### config.mk
export PLATFORM = sky130hd
export DESIGN_NAME = dbus_arbiter
export DESIGN_NICKNAME = d
export VERILOG_FILES = /design/src/rtl/dbus_arbiter.sv
export SDC_FILE = /design/constraint.sdc
export NUM_CORES = 1
export LEC_CHECK = 0
export ABC_CLOCK_PERIOD_IN_PS = 2000
export BUFFER_PORTS_ARGS = -buffer_cell sky130_fd_sc_hd__buf_4
export CORE_AREA = 2 2 157 159
export DETAILED_ROUTE_END_ITERATION = 10
export DIE_AREA = 0 0 159 161
export GPL_ROUTABILITY_DRIVEN = 0
export SYNTH_ARGS = -nofsm -noshare
export SYNTH_HDL_FRONTEND = slang
export SYNTH_SLANG_ARGS = --single-unit
### constraint.sdc
create_clock -name clk -period 2 [get_ports clk]
set_input_delay 0.4 -clock clk [delete_from_list [all_inputs] [get_ports clk]]
set_output_delay 0.4 -clock clk [all_outputs]
set_load 0.02 [all_outputs]
### src/rtl/dbus_arbiter.sv
// Two-master, single-beat data-bus arbiter with round-robin tie breaking,
// I/O vs data-memory address decode and one-cycle read-response routing.
module dbus_arbiter #(
  parameter logic [31:0] IO_BASE = 32'h8000_0000,
  parameter logic [31:0] IO_MASK = 32'h8000_0000
) (
  input  logic        clk,
  input  logic        rst,
  input  logic        m0_req,
  input  logic [31:0] m0_addr,
  input  logic        m0_we,
  input  logic [31:0] m0_wdata,
  input  logic [1:0]  m0_mask,
  output logic        m0_gnt,
  output logic        m0_rvalid,
  output logic [31:0] m0_rdata,
  input  logic        m1_req,
  input  logic [31:0] m1_addr,
  input  logic        m1_we,
  input  logic [31:0] m1_wdata,
  input  logic [1:0]  m1_mask,
  output logic        m1_gnt,
  output logic        m1_rvalid,
  output logic [31:0] m1_rdata,
  output logic [31:0] mem_addr,
  output logic [31:0] mem_wdata,
  output logic [1:0]  mem_mask,
  output logic        mem_we,
  output logic        mem_re,
  input  logic [31:0] mem_rdata,
  output logic [31:0] io_addr,
  output logic [31:0] io_wdata,
  output logic [1:0]  io_mask,
  output logic        io_we,
  output logic        io_re,
  input  logic [31:0] io_rdata
);

  logic        last_q, last_d;
  logic        rsp_valid_q, rsp_valid_d;
  logic        rsp_owner_q, rsp_owner_d;
  logic        rsp_io_q, rsp_io_d;

  logic        grant;
  logic        win;
  logic [31:0] sel_addr;
  logic [31:0] sel_wdata;
  logic [1:0]  sel_mask;
  logic        sel_we;
  logic        sel_io;

  // NOTE: every signal gets a value at the top of always_comb so no path can
  // leave it unassigned and infer a latch.
  always_comb begin
    grant = (m0_req | m1_req) & ~rst;
    // A tie goes to the master that did not win last; with no request the
    // winner defaults to master 0 so the slave fields come from m0.
    win = (m0_req & m1_req) ? ~last_q : m1_req;

    sel_addr  = win ? m1_addr  : m0_addr;
    sel_wdata = win ? m1_wdata : m0_wdata;
    sel_mask  = win ? m1_mask  : m0_mask;
    sel_we    = win ? m1_we    : m0_we;
    sel_io    = (sel_addr & IO_MASK) == IO_BASE;

    m0_gnt = grant & ~win;
    m1_gnt = grant & win;

    mem_addr  = sel_addr;
    mem_wdata = sel_wdata;
    mem_mask  = sel_mask;
    io_addr   = sel_addr;
    io_wdata  = sel_wdata;
    io_mask   = sel_mask;

    mem_we = grant & ~sel_io & sel_we;
    mem_re = grant & ~sel_io & ~sel_we;
    io_we  = grant & sel_io & sel_we;
    io_re  = grant & sel_io & ~sel_we;

    last_d      = grant ? win : last_q;
    rsp_valid_d = grant & ~sel_we;
    rsp_owner_d = rsp_valid_d ? win    : rsp_owner_q;
    rsp_io_d    = rsp_valid_d ? sel_io : rsp_io_q;
  end

  // NOTE: sequential state uses non-blocking assignments so every flop samples
  // its pre-edge inputs regardless of statement order.
  always_ff @(posedge clk or posedge rst) begin
    if (rst) begin
      last_q      <= 1'b1;
      rsp_valid_q <= 1'b0;
      rsp_owner_q <= 1'b0;
      rsp_io_q    <= 1'b0;
    end else begin
      last_q      <= last_d;
      rsp_valid_q <= rsp_valid_d;
      rsp_owner_q <= rsp_owner_d;
      rsp_io_q    <= rsp_io_d;
    end
  end

  // Read data is shared; each master qualifies it with its own rvalid.
  always_comb begin
    m0_rdata  = rsp_io_q ? io_rdata : mem_rdata;
    m1_rdata  = m0_rdata;
    m0_rvalid = rsp_valid_q & ~rsp_owner_q;
    m1_rvalid = rsp_valid_q & rsp_owner_q;
  end

endmodule

==> reports/metrics.cfg <==
[worst_setup_path]
critPathMaxFanout=4
crit_family=flip-flops
crit_path_cell_trace=buf_6 > nand2b_4 > nand2_2 > o31a_1 > nor2_1 > buf_6
r2r_end=rsp_io_q$_DFFE_PP0P_
critPathArrivalTime_ns=1.69
worstSetupEndpointType=output pin
cp.required_ns=1.60
timing.critical_path.buf_inv=2
ff2ff_setup_slack_ns=0.28
cp_common_cell=buf_6
r2r_start=last_q$_DFFE_PP1P_
slowest_delay_ns=0.55
crit_path_end=io_re
reg2reg_depth=6
path_class=flop to output pin
crit_path_start=last_q$_DFFE_PP1P_
cp_num_cells=6
startpoint_type=flop
crit_slowest_cell=dfstp_2

[floorplanning]
io_pins=406
core_sq_mm=0.0240
die_area_sq_mm=0.0256
die_w_microns=159
die_y_microns=161
start_util_pct=8.98
rows=57

[final_layout]
area_growth_pct=170
layout-drive-gt1-share_pct=96.8
final_cell_mix=buf_4 (309), buf_6 (110), mux2_4 (50)
fillers=2622
fin_area_sq_mm=0.00581
fin_nets=759
final_common_cell=buf_4
num_antenna_cells=0

[timing]
finalCritPeriodShare_pct=105
max_freq_mhz=478
fin_ws_ns=-0.0929
slew_viol_final=0
fin_skew_ns=0.00640
rsz0062_at_grt=true
whs_ns=0.156
min_period_ns=2.09
final.setup.tns_ns=-6.53
finalHoldViolations=0
maxSlewHeadroom_pct=74.2
worst_slew_pin_slew_ns=0.387
setup_viol=130

[power_and_ir_drop]
peakVddDrop_uv=291
leakage_nw=2.98
p_per_area_mw_per_mm2=588
design_power_total_mw=3.41

[logic_synthesis]
yosys.cell_types.count=23
synthAdderAreaFrac_pct=0
synthesis.instances=234
synth-simple-area-share_pct=2.67
synth_compound_area_share_pct=2.62
synth_xor_area_share_pct=0
yosysSeqAreaShare_pct=4.71
muxShareOfSynthArea_pct=51.9
yosysWarningCount=0
ys_ff_latch=4
syn_nets=436
avgSynthCellArea_sq_um=9.20
synth_area_sq_mm=0.00215
synth_top_family_by_area=multiplexers

[detailed_routing]
drt_iter0_drc=71
drt_pass1_iterations=4
wl_microns=14600
dr_total_vias=2920
wl_per_cell_microns=16.6
postRouteAntennaNets=0
vias_per_cell=3.32
drc=0

[run_status]
violations=setup timing
status=complete, but fails checks

[grt]
grt_max_degree=33
gr-total-overflow=0
antenna_found_initial=0
grt_pass1_vias=3121
grt_usage_pct=9.79
grt_pass1_wl_microns=19000

[cts]
clock_path_buffers=2
clock-sinks=4
clk_latency_ns=0.23
holdBufCountCts=0
cts_tree=yes
root_buffer=clkbuf_16
h-tree-depth=1
numCtsBuffers=3
cts.reportedPaths.clkPinSlew_ns=0.04

[placement]
dp_hpwl_microns=12100
placed_area_sq_mm=0.00492
port_buffers=405

[job]
max-cap-violations=0

[min_path]
worstHoldPathType=input port to async pin

[per-layer routing]
layer / part of all wire (%) / GRT usage [%] / vias up
met5: 0 / 0 / -
met4: 1.5 / 2.64 / 0
met3: 10 / 3.42 / 8
met2: 54 / 18.9 / 213
met1: 35 / 10.0 / 1345
li1: - / - / 1354
[kinds of logic after synthesis]
logic type / count (synthesis)
buffers and inverters: 113
flip-flops: 4
AO/OA/AOI/OAI: 6
multiplexers: 99
AND/OR/NAND/NOR: 12
[timing repair]
| action | CTS | global route |
|---|---|---|
| setup endpoints to repair | 136 | 134 |
| pin swaps | 5 | 5 |
| setup buffers | 6 | 1 |
| gates cloned | 1 | 4 |
| gates resized for setup | 121 | 59 |
| hold endpoints to repair | 0 | 0 |
[power by group]
part / leakage, nW / switching (mW) / internal [mW]
combinational: 2.90 / 1.44 / 1.54
sequential: 0.0479 / 0.0158 / 0.101
clock: 0.0382 / 0.0594 / 0.264
[worst min path at each step]
stage	from	end	slack [ns]	depth (start not counted)
finish	rst	rsp_valid_q$_DFF_PP0_	0.16	2
global route	rst	rsp_valid_q$_DFF_PP0_	0.18	2
CTS	rst	rsp_io_q$_DFFE_PP0P_	0.15	2
detailed placement	rst	rsp_io_q$_DFFE_PP0P_	0.38	2
global placement	rst	rsp_io_q$_DFFE_PP0P_	0.37	2
floorplan	rst	rsp_io_q$_DFFE_PP0P_	0.19	1
[worst register-to-register path: stages, from the launching register on]
cell and delay (ns):
dfstp_2 0.55, buf_6 0.11, nand2b_4 0.11, nand2_2 0.05, o31a_1 0.32, buf_4 0.17, mux2_4 0.29
[cells in the mapped netlist]
cell        n  share of area (%)
a31oi_1     1               0.29
dfrtp_1     3                3.5
buf_2       7                1.6
mux2_2     80                 42
and2_1      2               0.58
mux2i_1     1               0.47
nor3_1      2               0.47
nand2_1     2               0.35
a32oi_1     1               0.41
nor2b_1     1               0.29
dfstp_2     1                1.2
nand2b_1    1               0.29
a21oi_1     1               0.23
mux2_4      1               0.70
o31a_1      1               0.41
clkbuf_1    1               0.17
inv_1       3               0.52
buf_4     101                 35
nor2_1      4               0.70
a22o_1      1               0.41
buf_6       1               0.52
a21boi_4    1               0.87
mux2_1     17                8.9
[flip-flops by register name, indices dropped and copies added (netlist names)]
register     flops
last_q           1
rsp_io_q         1
rsp_owner_q      1
rsp_valid_q      1
[cell type report]
cell class	count	area [sq um]	share of cell area [%]
timing repair buffer	428	3750	64.6
multi-input combinational	117	1460	25.2
tap	324	405	6.98
sequential	4	101	1.74
clock buffer	4	78.8	1.36
inverter	3	11.3	0.194
[stage by stage]
step	std cells	setup WS (ns)	util [%]
floorplan	234	0.0427	-
global placement	865	-0.217	20.5
detailed placement	865	-0.272	20.5
CTS	875	-0.109	22.9
global route	880	-0.154	24.2
finish	880	-0.0929	24.2
No activity file was read; power rests on OpenSTA's default activity.
